==> config.mk <==
export PLATFORM = sky130hd
export DESIGN_NAME = param_ram_flat
export DESIGN_NICKNAME = d
export VERILOG_FILES = /design/src/rtl/param_ram_if.sv /design/src/rtl/param_ram.sv /design/src/flat_wrapper.sv
export SDC_FILE = /design/constraint.sdc
export NUM_CORES = 1
export LEC_CHECK = 0
export CAP_MARGIN = 40
export CORE_AREA = 2 2 147 149
export CTS_CLUSTER_SIZE = 25
export DETAILED_ROUTE_END_ITERATION = 6
export DIE_AREA = 0 0 149 151
export PLACE_DENSITY_LB_ADDON = 0.3
export SYNTH_ARGS = -nofsm -noshare
export SYNTH_HDL_FRONTEND = slang
export SYNTH_SLANG_ARGS = --single-unit
==> constraint.sdc <==
create_clock -name clk -period 1.9 [get_ports clk]
set_clock_uncertainty 0.05 [all_clocks]
set_input_delay 0.38 -clock clk [delete_from_list [all_inputs] [get_ports clk]]
set_output_delay 0.38 -clock clk [all_outputs]
set_load 0.03 [all_outputs]
==> src/rtl/param_ram_if.sv <==
// param_ram bus: write port (we/wbe/waddr/wdata), read port (re/raddr),
// clear request (clr) and results (rdata/rvalid/busy).
interface param_ram_if #(
  parameter int DATA_W = 16,
  parameter int ADDR_W = 4
);
  logic                  we;
  logic [DATA_W/8-1:0]   wbe;
  logic [ADDR_W-1:0]     waddr;
  logic [DATA_W-1:0]     wdata;
  logic                  re;
  logic [ADDR_W-1:0]     raddr;
  logic                  clr;
  logic [DATA_W-1:0]     rdata;
  logic                  rvalid;
  logic                  busy;

  modport master (
    output we, wbe, waddr, wdata,
    output re, raddr, clr,
    input  rdata, rvalid, busy
  );

  modport slave (
    input  we, wbe, waddr, wdata,
    input  re, raddr, clr,
    output rdata, rvalid, busy
  );
endinterface

==> src/rtl/param_ram.sv <==
// param_ram: byte-masked simple dual-port RAM with a self-clearing FSM.
// Ports: clk, rst_n (async low), bus (param_ram_if.slave): we/wbe/waddr/
// wdata write, re/raddr read, clr zeroes the array, rdata/rvalid/busy out.
// Option: PARAM_RAM_OUTREG_EN adds an output stage (read latency 2).
module param_ram #(
  parameter int DATA_W = 16,
  parameter int ADDR_W = 4
) (
  input  logic         clk,
  input  logic         rst_n,
  param_ram_if.slave   bus
);
  localparam int DEPTH = 2**ADDR_W;
  localparam int NB    = DATA_W/8;

  typedef enum logic {CLEAR, IDLE} state_e;

  state_e              state_q;
  logic [ADDR_W-1:0]   cnt_q;
  logic [DATA_W-1:0]   rdata_q;
  logic                rvalid_q;
  logic                busy_q;
  logic [DATA_W-1:0]   mem_q [DEPTH];

  always_ff @(posedge clk or negedge rst_n) begin
    if (!rst_n) begin
      state_q  <= CLEAR;
      cnt_q    <= '0;
      busy_q   <= 1'b1;
      rdata_q  <= '0;
      rvalid_q <= 1'b0;
    end else begin
      rvalid_q <= 1'b0;
      case (state_q)
        CLEAR: begin
          cnt_q <= cnt_q + 1'b1;
          if (&cnt_q) begin
            state_q <= IDLE;
            busy_q  <= 1'b0;
          end
        end
        IDLE: begin
          if (bus.re) begin
            rdata_q  <= mem_q[bus.raddr];
            rvalid_q <= 1'b1;
          end
          if (bus.clr) begin
            state_q <= CLEAR;
            cnt_q   <= '0;
            busy_q  <= 1'b1;
          end
        end
        default: state_q <= CLEAR;
      endcase
    end
  end

  // Array has no reset; it is zeroed by the CLEAR walk once rst_n rises.
  always_ff @(posedge clk) begin
    if (rst_n) begin
      if (state_q == CLEAR) begin
        mem_q[cnt_q] <= '0;
      end else if (bus.we) begin
        for (int i = 0; i < NB; i++) begin
          if (bus.wbe[i]) begin
            mem_q[bus.waddr][8*i +: 8] <= bus.wdata[8*i +: 8];
          end
        end
      end
    end
  end

`ifdef PARAM_RAM_OUTREG_EN
  logic [DATA_W-1:0]   rdata2_q;
  logic                rvalid2_q;

  always_ff @(posedge clk or negedge rst_n) begin
    if (!rst_n) begin
      rdata2_q  <= '0;
      rvalid2_q <= 1'b0;
    end else begin
      rdata2_q  <= rdata_q;
      rvalid2_q <= rvalid_q;
    end
  end

  assign bus.rdata  = rdata2_q;
  assign bus.rvalid = rvalid2_q;
`else
  assign bus.rdata  = rdata_q;
  assign bus.rvalid = rvalid_q;
`endif

  assign bus.busy = busy_q;
endmodule

==> src/flat_wrapper.sv <==
// flat-port wrapper written by rule: the top's interface ports become plain ports
module param_ram_flat 
#(
  parameter int DATA_W = 16,
  parameter int ADDR_W = 4
)
  (clk, rst_n, bus_we, bus_wbe, bus_waddr, bus_wdata, bus_re, bus_raddr, bus_clr, bus_rdata, bus_rvalid, bus_busy);
  param_ram_if #(.DATA_W(DATA_W), .ADDR_W(ADDR_W)) bus_i ();
  input  logic clk;
  input  logic rst_n;
  input wire logic [$bits(bus_i.we)-1:0] bus_we;
  input wire logic [$bits(bus_i.wbe)-1:0] bus_wbe;
  input wire logic [$bits(bus_i.waddr)-1:0] bus_waddr;
  input wire logic [$bits(bus_i.wdata)-1:0] bus_wdata;
  input wire logic [$bits(bus_i.re)-1:0] bus_re;
  input wire logic [$bits(bus_i.raddr)-1:0] bus_raddr;
  input wire logic [$bits(bus_i.clr)-1:0] bus_clr;
  output wire logic [$bits(bus_i.rdata)-1:0] bus_rdata;
  output wire logic [$bits(bus_i.rvalid)-1:0] bus_rvalid;
  output wire logic [$bits(bus_i.busy)-1:0] bus_busy;
  assign bus_i.we = bus_we;
  assign bus_i.wbe = bus_wbe;
  assign bus_i.waddr = bus_waddr;
  assign bus_i.wdata = bus_wdata;
  assign bus_i.re = bus_re;
  assign bus_i.raddr = bus_raddr;
  assign bus_i.clr = bus_clr;
  assign bus_rdata = bus_i.rdata;
  assign bus_rvalid = bus_i.rvalid;
  assign bus_busy = bus_i.busy;
  param_ram #(.DATA_W(DATA_W), .ADDR_W(ADDR_W)) u_core (.clk(clk), .rst_n(rst_n), .bus(bus_i));
endmodule
Word level (Yosys, flattened, before mapping) --
Memory sizes are Yosys's and may differ from the RTL's. A register that Yosys moved wholly into a read port is not among the register bits. Index checks and enable logic that the tools add are counted.
Storage, ports and cells: memories 1, word-level logic and storage cells 40, RAM bits 256, output and inout port bits 18, input port bits 31, bits in registers 7
Memories:
- u_core.mem_q | words 16, bits a word 16, rd ports 1, clocked after memory_dff 1, write ports 1, RTL line param_ram.sv:23 | logic [DATA_W-1:0] mem_q [DEPTH];
Cells by class: mux-type cells 26, bitwise operators 1, equality and inequality tests 2, $add $sub $neg 1, reductions and logical operators 5
Operator list (count):
- $mux W1 | 19
- $mux W16 | 1
- $reduce_or A16 Y1 | 1
- $mux W4 | 2
- $pmux W4 S2 | 1
- $add A4 B1 Y4 const B | 1
- $pmux W1 S2 | 2
- $reduce_and A2 Y1 | 2
- $reduce_and A4 Y1 | 1
- $mux W2 | 1
- $ne A2 B1 Y1 const B | 1
- $ne A2 B2 Y1 const B | 1
- $logic_not A1 Y1 | 1
- $not A1 Y1 | 1

Longest topological paths before layout --
Gate-level depths: netlist (run 1).
depth in word-level cells 7, mapped depth 6, mapped depth without buffers 4

Worst setup path after synthesis (run 1) --
OpenSTA, ideal clock, no wires.
path kind input port to flip-flop, start input bus_wbe[0], end memory u_core.mem_q[0][10] (enable), path buffers 2, slack -0.204 ns, data required time 1.480 ns, library setup time 0.370 ns, cell stages on the path 6, arrival 1.684 ns, cell sequence o2111a_1 > buf_4 > buf_4 > mux2i_1 > nand2b_1 > nor2_1
On the way: word-level cells in the longest chain between the ends 7, elaborated cells between the ends (all ways) 8, those cells by class mux (7); reduce/logical (1)
RTL lines:
- start: declaration | RTL line flat_wrapper.sv:12 | input wire logic [$bits(bus_i.wbe)-1:0] bus_wbe;
- $mux W1 * | RTL line param_ram.sv:65 | if (bus.wbe[i]) begin
- $mux W1 * | RTL line param_ram.sv:63 | end else if (bus.we) begin
- $mux W1 * | RTL line param_ram.sv:61 | if (state_q == CLEAR) begin
- $mux W1 * | RTL line param_ram.sv:60 | if (rst_n) begin
- $mux W1 (not written as such) * | RTL line param_ram.sv:66 | mem_q[bus.waddr][8*i +: 8] <= bus.wdata[8*i +: 8];
- $reduce_or A16 Y1 (no source line) *
- $mux W4 (no source line) / $mux W2 (equally long branches)
- end: declaration | RTL line param_ram.sv:23
Every way passes the cells marked *; elsewhere a longest branch is shown, timed or not.

Final worst setup path (run 1) --
start register u_core.state_q, end memory u_core.mem_q[15][14] (enable)
On the way: word-level cells in the longest chain between the ends 5, elaborated cells between the ends (all ways) 12, those cells by class mux (11); reduce/logical (1)
RTL lines:
- start: declaration | RTL line param_ram.sv:18 | state_e state_q;
- start signal: assignment | RTL line param_ram.sv:27 | state_q <= CLEAR;
- start signal: assignment | RTL line param_ram.sv:38 | state_q <= IDLE;
- start signal: assignment | RTL line param_ram.sv:48 | state_q <= CLEAR;
- $mux W1 | RTL line param_ram.sv:61
- $mux W1 | RTL line param_ram.sv:60
- $mux W1 (not written as such) | RTL line param_ram.sv:66
- $reduce_or A16 Y1 (no source line)
- $mux W4 (no source line) / $mux W2 (equally long branches)
Several ways; a longest one is shown, not always the timed one.

==> flow_results.org, run 1 <==
** Floorplanning
- Die area :: 22500 sq um
- Effective utilization at floorplan :: 53.46%
- 49 I/O pins were placed.
- Placeable core region :: 20820 sq um
- Cell row count :: 53
- Die height :: 151 microns
- Measured along the x axis, the die boundary spans 149 microns.

** Logic synthesis
- Commonest register cell after synthesis :: edfxtp_1
- Synthesis produced a netlist whose cell count is 700.
- The Yosys step of the flow raised 0 warnings.
- Count of different cell masters after synthesis :: 28
- Number of register bits inferred by synthesis :: 279
- Portion of the post-synthesis area used by sequential elements :: 74.25%
- Synthesized netlist net count :: 732
- In this run the mean area of a mapped cell was 15.90 sq um.
- In the synthesized netlist the async set-or-reset flop fraction comes to 8.244%.
- Among all cell types in the netlist, the one instantiated most often is edfxtp_1.
- Counting instances in the post-synthesis netlist gives the leading cell types as edfxtp_1, mux2i_1, nand2_1.
- In this run, synthesis inferred 256 flip-flops with an integrated enable.
- Area leader, netlist :: edfxtp_1
- The top cell type by area accounts for 69.06% of the synthesized area.
- Area contributors post-synth :: edfxtp_1, mux2i_1, dfrtp_1
- Post-synthesis instance area :: 11130 sq um

** Cells and area
- Share of the core filled with cells in the final layout :: 66.60%
- # diodes :: 0
- Nets :: 824
- Layout filler cell count :: 1374
- Sequential Area :: 8265 sq um
- Cells with a size suffix above 1 make up 18.57% of the layout.
- Area of the multi-input gates :: 3092 sq um
- Area grow syn2layout :: 24.58%

** Outcome
- Result of the run :: finished, violations left
- The checks that failed: negative setup slack.

** Global routing
- For this run, the total global-route usage over all layers was measured as 22.52%.
- Remaining Overflow, GRT :: 0
- Vias in the first global route :: 6320
- Global-route wire length before repair :: 37370 microns
- The initial antenna violation count is 0.
- Entering global routing, the biggest net connects 36 pins.

** STA
- Maximum clock rate :: 523.7 MHz
- Setup repair after global routing could not meet its margin everywhere.
- The worst path uses 100.5% of the clock period.
- Final min period :: 1.910 ns
- Number of pins exceeding their max-slew limit in the final report :: 0
- Measured against its own limit, the worst slew margin works out to 79.62%.
- Final hold violation count :: 0
- After layout, the worst setup slack is -0.009525 ns.
- Hold timing on the final database bottoms out at a slack of 0.003159 ns.
- At the pin with the least slew margin, the transition time is 0.2972 ns.
- Setup violations remaining at the end of the flow were counted as 4.

** Placement
- The congestion estimate from routability-driven global placement came to 0.8522.
- Before CTS, the worst setup slack after placement is -0.6406 ns.
- Half-perimeter wire length after detailed placement :: 16210 microns
- During placement, the flow inserted port buffers numbering 48.

** Detailed routing
- DRC :: 0
- Aggregate routed wire length :: 24840 microns
- Total iterations of the first detailed-routing run :: 5
- Per-cell routed wire length :: 22.83 microns
- Drt first-iter violations :: 746
- Dividing the detail-routed via count by the number of cells gives 5.827.
- Detailed-route via count :: 6340
- ANT nets after route :: 0

** Power and ir drop
- For this design the ratio of total power to cell area is 1210 nW/um^2.
- VDD sags by at most 0.6658 mV.
- Leakage power :: 5.064 nW

** CTS
- Buffers inserted during clock tree synthesis total 27.
- At the later pin of the worst-skew pair, clock insertion delay measures 0.53 ns.
- Number of buffers between clock root and the deepest sink :: 3
- Clock tree root buffer cell :: clkbuf_16
- The tree built by TritonCTS fans out to 279 sinks.
- In this run the number of H-tree levels came out at 1.
- TritonCTS built the clock tree.
- Clock transition at the registers of the reported paths :: 0.06 ns

** Flow run
- Max-cap viol count :: 0

** Worst hold path
- Type of the tightest min-delay check :: in2async

** Worst setup path
- Critical path, cell by cell :: o2111a_1, buf_12, mux2_4, nand2b_4, nor2_4
- The worst setup path is of the reg2reg kind.
- Critical path required time :: 2.06 ns
- Worst path arrival time :: 2.07 ns
- On the worst path, the slowest cell contributes a delay of 0.37 ns.
- Largest driver fanout on the critical path :: 8
- CP max stage cell :: dfrtp_1
- The worst setup path is launched from a register.
- CP endpoint kind :: register
==> per-layer routing <==
metal | track usage (%) | wire (microns) | up-vias | part of all wire, %
met4 | 5.333 | 446 | 0 | 1.8
li1 | - | - | 2873 | -
met2 | 35.81 | 11700 | 320 | 47
met5 | 0 | 0 | - | 0
met3 | 4.669 | 2310 | 43 | 9.3
met1 | 32.42 | 10380 | 3104 | 42
==> kinds of logic (layout without fill, tap and decap cells) <==
family                   count (synthesis)  in the layout  share of synthesized area (%)
adder cells (fa/ha/maj)                  1              1                         0.1124
AND/OR/NAND/NOR                        185            185                          7.824
buffers and inverters                   40            153                          1.585
XOR/XNOR                                 2              2                         0.1574
AO/OA/AOI/OAI                           56             56                          3.732
multiplexers                           137            137                          12.34
flip-flops                             279            279                          74.25
==> sequential cells by signal, summed over array words and instances, names as in the netlist <==
signal,count
u_core.bus.busy,1
u_core.bus.rdata,16
u_core.bus.rvalid,1
u_core.cnt_q,4
u_core.mem_q,256
u_core.state_q,1
==> path summary, 6_finish.rpt <==
kind | start | endpoint | slack [ns] | depth (start not counted)
setup / recovery | u_core.state_q | u_core.mem_q[15][14] | -0.01 | 5
hold / removal | rst_n | u_core.bus.rvalid | 0.003 | 2
setup reg to reg | u_core.state_q | u_core.mem_q[15][14] | -0.01 | 5
hold reg to reg | u_core.bus.rdata[9] | u_core.bus.rdata[9] | 0.43 | 2
max in group asynchronous | rst_n | u_core.cnt_q[3] | 1.04 | 3
min in group clk | u_core.bus.rdata[9] | u_core.bus.rdata[9] | 0.43 | 2
==> cell usage in the layout (no fill, tap or decap), types with 17 or more instances in the layout <==
master	synthesis	final
a22oi_1	48	48
and2_1	17	17
buf_12	0	27
buf_4	2	23
clkbuf_16	0	27
clkdlybuf4s50_1	0	27
dfrtp_1	22	21
dlygate4sd2_1	0	19
edfxtp_1	256	256
mux2i_1	135	129
nand2_1	58	58
nand3_1	34	34
nor2_4	0	32
==> worst max-delay path, delay by kind of cell (launching register included) <==
family / cells / cell delay (ns)
AND/OR/NAND/NOR: 2 / 0.47
flip-flops: 1 / 0.37
multiplexers: 1 / 0.32
AO/OA/AOI/OAI: 1 / 0.23
buffers and inverters: 1 / 0.15
==> metrics by stage <==
step                total power, mW  cells  area (sq um)  setup TNS, ns
global placement              11.19   1033         12830        -182.49
global route                  17.38   1088         13870         -3.692
finish                        16.78   1088         13870       -0.03075
detailed placement            11.33   1033         12830        -201.93
floorplan                     9.996    700         11520         -4.505
CTS                           16.82   1086         13820       -0.03752
==> where the power goes <==
part	internal [mW]	total (mW)	switching, mW
clock network	3.48	5.65	2.18
logic	1.21	3.30	2.09
registers	7.49	7.82	0.337
==> layout make-up <==
| cell class | instances | share of cell area [%] |
|---|---|---|
| sequential | 279 | 59.61 |
| multi-input combinational | 381 | 22.30 |
| timing repair buffer | 101 | 8.671 |
| clock buffer | 33 | 5.107 |
| tap | 275 | 2.481 |
| clock inverter | 17 | 1.787 |
| inverter | 2 | 0.05414 |
==> repair_timing <==
action / in CTS / in global routing
endpoints found under the hold margin: 5 / 0
resized for setup: 23 / 6
endpoints found under the setup margin: 194 / 175
hold buffers: 1 / 0
buffers inserted: 2 / 2
pin swaps: 7 / 10
No activity file was read; power rests on OpenSTA's default activity.
==> run 2, diff against run 1 <==
--- a/config.mk
+++ b/config.mk
@@ -5,11 +5,11 @@
 export SDC_FILE = /design/constraint.sdc
 export NUM_CORES = 1
 export LEC_CHECK = 0
-export CAP_MARGIN = 40
-export CORE_AREA = 2 2 147 149
+export CAP_MARGIN = 20
+export CORE_AREA = 2 2 169 130
 export CTS_CLUSTER_SIZE = 25
 export DETAILED_ROUTE_END_ITERATION = 6
-export DIE_AREA = 0 0 149 151
+export DIE_AREA = 0 0 171 132
 export PLACE_DENSITY_LB_ADDON = 0.3
 export SYNTH_ARGS = -nofsm -noshare
 export SYNTH_HDL_FRONTEND = slang
==> run 2 against run 1 <==
  * The run now ends clean
  * Fmax is 2.4% higher
  * Critical path depth is 1 lower
  * First-iteration DRC count is 4.2% lower
  * Clock power is 4.1% lower
  * Cell area is 0.32% higher
  * Largest cell class unchanged
  * Largest power group unchanged
  * Highest routed layer unchanged
==> flow_results.org, run 2 (same netlist as run 1, synthesis figures left out) <==
** Floorplanning
- The floorplan die area came to 22570 sq um (was 22500 sq um).
- The floorplan die width came to 171 microns (was 149 microns).
- The floorplan row count came to 46 (was 53).
- Die height :: 132 microns (was 151 microns)
- Effective utilization at floorplan :: 53.42% (was 53.46%)
- Placeable core region :: 20840 sq um (was 20820 sq um)
- The count of boundary I/O pins came to 49 (unchanged).

** STA
- Total of endpoints with negative setup slack in the final report :: 0 (was 4)
- The worst-margin pin slew was 0.3327 ns (was 0.2972 ns).
- Number of pins exceeding their max-slew limit in the final report :: 0 (unchanged)
- The relative max-transition margin was 77.19% (was 79.62%).
- Final hold violation count :: 0 (unchanged)
- Final min period :: 1.865 ns (was 1.910 ns)
- Setup repair after global routing missed its margin :: true (unchanged)
- The final worst-path cycle share was 98.13% (was 100.5%).
- The fmax came to 536.3 MHz (was 523.7 MHz).
- The setup slack after layout is 0.03546 ns (was -0.009525 ns).
- Fin Hold WS :: 0.05777 ns (was 0.003159 ns)

** Detailed routing
- Per-cell routed wire length :: 23.25 microns (was 22.83 microns)
- Drt first-iter violations :: 715 (was 746)
- The number of vias per cell came to 5.844 (was 5.827).
- The final routed wirelength across all metal layers is 25780 microns (was 24840 microns).
- The total DRC errors in the routed layout was 0 (unchanged).
- The detailed-route via count came to 6481 (was 6340).
- The first-pass iteration count of the detailed router came to 5 (unchanged).
- ANT nets after route :: 0 (unchanged)

** Worst setup path
- Largest driver fanout on the critical path :: 8 (unchanged)
- Critical path launch point type :: register (unchanged)
- Worst path arrival time :: 2.01 ns (was 2.07 ns)
- CP endpoint kind :: register (unchanged)
- Peak per-stage delay on the critical path :: 0.35 ns (was 0.37 ns)
- The critical path required time came to 2.04 ns (was 2.06 ns).
- Critical path, cell by cell :: o2111a_2, mux2_4, nand2b_4, nor2_4 (was o2111a_1, buf_12, mux2_4, nand2b_4, nor2_4)
- The worst setup path startpoint is u_core.state_q (unchanged).
- R2r startpoint :: u_core.state_q (unchanged)
- CP max stage cell :: dfrtp_1 (unchanged)
- The category of the most critical setup path is reg2reg (unchanged).

** Power and ir drop
- Design Power :: 16.58 mW (was 16.78 mW)
- Power Density :: 1192 nW/um^2 (was 1210 nW/um^2)
- Max IR drop VDD :: 0.7579 mV (was 0.6658 mV)
- Leakage power :: 5.105 nW (was 5.064 nW)

** CTS
- The TritonCTS buffer count was 26 (was 27).
- Clock transition at the registers of the reported paths :: 0.06 ns (about the same)
- The H-tree depth came to 1 (unchanged).
- The clock tree buffer depth came to 3 (unchanged).
- Insertion delay to the later sink of the worst-skew pair :: 0.51 ns (was 0.53 ns)
- The clock root buffer master is clkbuf_16 (unchanged).
- Clock tree from TritonCTS :: yes (unchanged)
- The total number of clock tree sinks is 279 (unchanged).

** Global routing
- Combined global-route utilization of all metal layers :: 23.52% (was 22.52%)
- The wire length of the first global-routing pass was 39650 microns (was 37370 microns).
- The largest net degree at the start of global routing came to 33 (was 36).
- The number of global-route vias before repair is 6768 (was 6320).
- The initial antenna violation count came to 0 (unchanged).
- Remaining Overflow, GRT :: 0 (unchanged)

** Cells and area
- The number of nets in the layout came to 835 (was 824).
- The total of fill cells in the finished design was 1396 (was 1374).
- Area grow syn2layout :: 24.98% (was 24.58%)
- The register name with the most flops was u_core.mem_q (unchanged).
- The final non-filler cell total was 1109 (was 1088).
- Most common library cell in the layout ignoring fill and taps :: edfxtp_1 (unchanged)
- Flip-flop count of the largest register after layout :: 256 (unchanged)
- Most used cells in the layout excluding fill and tap cells :: edfxtp_1, mux2i_1, nand2_1 (unchanged)
- Fraction of final layout cells sized beyond drive strength 1 :: 20.10% (was 18.57%)
- # diodes :: 0 (unchanged)

** Outcome
- Result of the run: finished, final reports clean (was finished, violations left).

** Placement
- The setup slack after placement came to -0.6130 ns (was -0.6406 ns).
- The detailed placer's ending HPWL was 17000 microns (was 16210 microns).
- The number of input and output port buffers inserted is 48 (unchanged).
- Gp weighted congestion :: 0.8542 (was 0.8522)
- The instance count after placement with tap cells included came to 1059 (was 1033).

** Worst hold path
- The classification of the worst-slack hold path is in2async (unchanged).

** Flow run
- The number of violations of the max-capacitance limit was 0 (unchanged).
==> run 2: changes by cell type in the layout (fill, tap and decap cells not counted), sizes merged <==
| cell | delta |
|---|---|
| clkbuf | -1 |
| clkdlybuf4s50 | -2 |
| bufinv | -2 |
| clkinvlp | +1 |
| dlygate4sd2 | +2 |
| clkinv | -1 |
| buf | +12 |
| inv | -1 |
==> run 2: routing by layer <==
layer | vias up | global-route usage [%] | routed length [microns]
met1 | 3230 | 34.94 | 11250
li1 | 2896 | - | -
met5 | - | 0 | 0
met4 | 0 | 4.614 | 364
met2 | 321 | 36.18 | 11770
met3 | 34 | 5.344 | 2399
==> run 2: per-stage QoR <==
step,instance area (sq um),TNS (ns),util (%)
final,13910,0,66.77
after global routing,13910,-0.9882,66.77
after CTS,13890,-0.07790,66.65
after detailed placement,12970,-187.86,62.26
after global placement,12970,-170.62,62.26
after floorplan,11520,-4.505,-
==> run 2: critical path, delay by kind of cell, from the launching register on <==
kind	cells	cell delay, ns
DFF	1	0.35
muxes	1	0.33
and+or+nand+nor	2	0.48
AOI/OAI and AO/OA	1	0.32
==> run 2: power breakdown <==
| part | internal (mW) | switching (mW) |
|---|---|---|
| logic | 1.23 | 2.11 |
| clock network | 3.27 | 2.14 |
| registers | 7.49 | 0.333 |
| total | 12.0 | 4.59 |
==> run 2: area by class of cell <==
cell class / instances / area (sq um) / area share [%]
tap: 288 / 360.3 / 2.590
inverter: 2 / 7.507 / 0.05397
clock buffer: 32 / 734.5 / 5.280
sequential: 279 / 8265 / 59.42
timing repair buffer: 113 / 1277 / 9.183
clock inverter: 14 / 170.2 / 1.223
multi-input combinational: 381 / 3095 / 22.25
==> run 2: final timing paths <==
path	depth (start not counted)	to	slack (ns)
hold reg to reg	2	u_core.bus.rdata[12]	0.42
max in group asynchronous	3	u_core.cnt_q[3]	1.03
hold / removal	2	u_core.bus.busy	0.06
setup / recovery	4	u_core.mem_q[15][11]	0.04
min in group clk	2	u_core.bus.rdata[12]	0.42
setup reg to reg	4	u_core.mem_q[15][11]	0.04
==> run 2: timing repair <==
action / 4_1_cts / 5_1_grt
pin swaps: 4 / 7
setup endpoints to repair: 156 / 232
endpoints found under the hold margin: 5 / 0
gates resized for setup: 26 / 7
hold buffers: 1 / 0
buffers inserted: 2 / 2
==> run 3, diff against run 2 <==
--- a/config.mk
+++ b/config.mk
@@ -6,10 +6,13 @@
 export NUM_CORES = 1
 export LEC_CHECK = 0
 export CAP_MARGIN = 20
-export CORE_AREA = 2 2 169 130
+export CELL_PAD_IN_SITES_DETAIL_PLACEMENT = 0
+export CELL_PAD_IN_SITES_GLOBAL_PLACEMENT = 1
+export CORE_AREA = 2 2 183 140
 export CTS_CLUSTER_SIZE = 25
 export DETAILED_ROUTE_END_ITERATION = 6
-export DIE_AREA = 0 0 171 132
+export DIE_AREA = 0 0 185 142
+export GPL_ROUTABILITY_DRIVEN = 0
 export PLACE_DENSITY_LB_ADDON = 0.3
 export SYNTH_ARGS = -nofsm -noshare
 export SYNTH_HDL_FRONTEND = slang
==> run 3 against run 2 <==
  * Clock-buffer cell count shrank 1
  * Largest cell class unchanged
  * Clock power grew 2%
  * Core utilization decreased by 9.5 points
  * Wire length up 0.44%
  * Sequential cell count stayed put
  * Final cell count is 5.5% higher
==> flow_results.org, run 3 (same netlist as run 1, synthesis figures left out) <==
** Power and ir drop
- The part of the total power dissipated in sequential elements is 46.5% (was 47.2%).
- Share of power burned in combinational logic :: 20.5% (was 20.2%)
- The switching portion of total power came to 27.78% (was 27.69%).
- Leakage power :: 5.151 nW (was 5.105 nW)
- Design Power :: 16.74 mW (was 16.58 mW)
- Net switching power figure :: 4.649 mW (was 4.591 mW)
- Max IR drop VDD :: 0.7876 mV (was 0.7579 mV)
- The clock group share of total power was 33.0% (was 32.7%).
- The cell-internal power is 12.09 mW (was 11.99 mW).
- Power Density :: 1191 nW/um^2 (was 1192 nW/um^2)

** Cells and area
- Most used cells in the layout excluding fill and tap cells :: edfxtp_1, mux2i_1, nand2_1 (unchanged)
- Flip-flop count of the largest register after layout :: 256 (unchanged)
- The fraction of layout instances using a drive strength above 1 came to 20.19% (was 20.10%).
- Most common library cell in the layout ignoring fill and taps :: edfxtp_1 (unchanged)
- # diodes :: 0 (unchanged)
- Design Area, Final :: 14050 sq um (was 13910 sq um)
- Area grow syn2layout :: 26.26% (was 24.98%)
- Nets :: 843 (was 835)
- Largest reg by FF count :: u_core.mem_q (unchanged)
- The final non-filler cell total was 1170 (was 1109).

** Worst setup path
- Critical path required time :: 2.06 ns (was 2.04 ns)
- The launch point of the worst reg-to-reg path is u_core.state_q (unchanged).
- The maximum fanout count along the critical path came to 8 (unchanged).
- WS Path Type :: reg2reg (unchanged)
- Critical path launch point type :: register (unchanged)
- The arrival time at the worst endpoint was 2.05 ns (was 2.01 ns).
- FF-to-FF path depth :: 5 (was 4)
- The kind of capture point of the worst setup path was a register (unchanged).
- The reg-to-reg endpoint is u_core.mem_q[7][13] (was u_core.mem_q[15][11]).
- Setup slack on the worst flop-to-flop path :: 0.005 ns (was 0.04 ns)

** Global routing
- Vias in the first global route :: 6328 (was 6768)
- The total routing resource utilization after global routing was 20.20% (was 23.52%).
- Pin count of the biggest net entering global routing :: 33 (unchanged)
- Remaining Overflow, GRT :: 0 (unchanged)
- Global-route wire length before repair :: 38770 microns (was 39650 microns)
- The initial antenna violation count was 0 (unchanged).

** Worst hold path
- The classification of the worst-slack hold path was in2async (unchanged).

** Flow run
- Max-cap viol count :: 0 (unchanged)

** Detailed routing
- Per-cell routed wire length :: 22.13 microns (was 23.25 microns)
- The total DRC errors in the routed layout was 0 (unchanged).
- Detailed-route vias per instance :: 5.453 (was 5.844)
- ANT nets after route :: 0 (unchanged)
- Drt first-iter violations :: 634 (was 715)
- The detailed-route via count was 6380 (was 6481).
- The first-pass iteration count of the detailed router is 5 (unchanged).
- Aggregate routed wire length :: 25890 microns (was 25780 microns)

** STA
- Fin Setup TNS :: 0 ns (unchanged)
- The post-layout minimum cycle time came to 1.895 ns (was 1.865 ns).
- The total of endpoints with negative setup slack in the final report came to 0 (unchanged).
- The fmax is 527.7 MHz (was 536.3 MHz).
- The worst-margin pin slew is 0.4255 ns (was 0.3327 ns).
- Number of pins exceeding their max-slew limit in the final report :: 0 (unchanged)
- Worst relative slew slack :: 71.63% (was 77.19%)
- The count of final hold-check violations came to 0 (unchanged).
- Setup repair after global routing missed its margin :: true (unchanged)
- Final period util :: 99.75% (was 98.13%)
- The tightest hold margin came to 0.02666 ns (was 0.05777 ns).

** Floorplanning
- The area of the core was 24520 sq um (was 20840 sq um).
- The count of boundary I/O pins came to 49 (unchanged).
- Die area :: 26270 sq um (was 22570 sq um)
- The vertical die dimension came to 142 microns (was 132 microns).
- Horizontal die dimension :: 185 microns (was 171 microns)
- Effective utilization at floorplan :: 45.39% (was 53.42%)
- Cell row count :: 50 (was 46)

** CTS
- The H-tree depth came to 1 (unchanged).
- The TritonCTS buffer count was 27 (was 26).
- Clock Sink Count :: 279 (unchanged)
- The clock edge transition at the registers on the reported setup and hold paths is 0.06 ns (about the same).
- Clock tree root buffer cell :: clkbuf_16 (unchanged)
- The clock tree buffer depth is 3 (unchanged).
- The source-to-sink clock delay at the later pin of the worst-skew pair came to 0.53 ns (was 0.51 ns).
- The TritonCTS clock tree is yes (unchanged).

** Placement
- Number of placed cells counting well taps :: 1116 (was 1059)
- IO buf count :: 48 (unchanged)
- The detailed placer's ending HPWL is 17700 microns (was 17000 microns).
- The area after detailed placement is 13100 sq um (was 12970 sq um).

** Outcome
- Result of the run :: finished, final reports clean (unchanged)
## run 3: cell count changes in the layout (fill, tap and decap cells not counted), moves of 2 or more
cell / change
clkbuf_1: +3
clkinv_2: -2
buf_6: -3
buf_12: +2
dlygate4sd2_1: -2
clkinv_1: +2
clkbuf_8: -4
clkinv_4: +3
buf_4: +8
dlymetal6s2s_1: +2
## run 3: layout make-up
class | count | area, sq um
clock buffers | 31 | 690.7
clock inverters | 19 | 232.7
fillers | 1881 | 10470
inverters | 2 | 7.507
multi-input cells | 381 | 3084
flip-flops and latches | 279 | 8264
well taps | 338 | 422.9
repair buffers | 120 | 1351
## run 3: power groups by stage
stage	Combinational [mW]	Sequential, mW	Clock (mW)
floorplan	1.81	8.18	0
global placement	3.49	7.89	0
detailed placement	3.53	7.92	0
CTS	3.42	7.79	5.59
global route	3.68	7.86	5.84
finish	3.43	7.78	5.52
## run 3: how the worst max path moves through the flow
stage                         from             endpoint  slack [ns]  cells past startpoint
global placement            bus_we  u_core.mem_q[7][12]       -0.54                      6
floorplan               bus_wbe[0]   u_core.mem_q[4][0]       -0.06                      6
global route        u_core.state_q  u_core.mem_q[7][13]       -0.05                      5
finish              u_core.state_q  u_core.mem_q[7][13]       0.005                      5
CTS                 u_core.state_q  u_core.mem_q[7][13]       -0.03                      5
detailed placement          bus_we  u_core.mem_q[7][12]       -0.58                      6
## run 3: routing by layer
| layer | up-vias | global-route usage [%] | share of wire (%) |
|---|---|---|---|
| li1 | 2910 | - | - |
| met1 | 3184 | 32.26 | 48 |
| met2 | 250 | 27.66 | 41 |
| met3 | 36 | 5.246 | 9.2 |
| met4 | 0 | 4.302 | 1.7 |
| met5 | - | 0 | 0 |
## run 3: worst max-delay path: stages (launching register included)
cell,delay [ns]
dfrtp_1,0.35
o2111a_1,0.23
buf_12,0.15
mux2_4,0.31
nand2b_4,0.22
nor2_4,0.26
## run 3: what timing repair did
action | 4_1_cts | 5_1_grt
setup endpoints to repair | 34 | 230
hold endpoints to repair | 5 | 0
setup buffers | 1 | 2
pin swaps | 3 | 8
resized for setup | 21 | 5
hold buffers | 1 | 0
cloned | 0 | 0
## run 3: stage by stage
step,util (%),setup slack (ns)
6_report,57.31,0.004845
5_1_grt,57.31,-0.04571
4_1_cts,57.16,-0.03016
3_5_place_dp,53.42,-0.5787
3_3_place_gp,53.42,-0.5392
2_1_floorplan,-,-0.05522
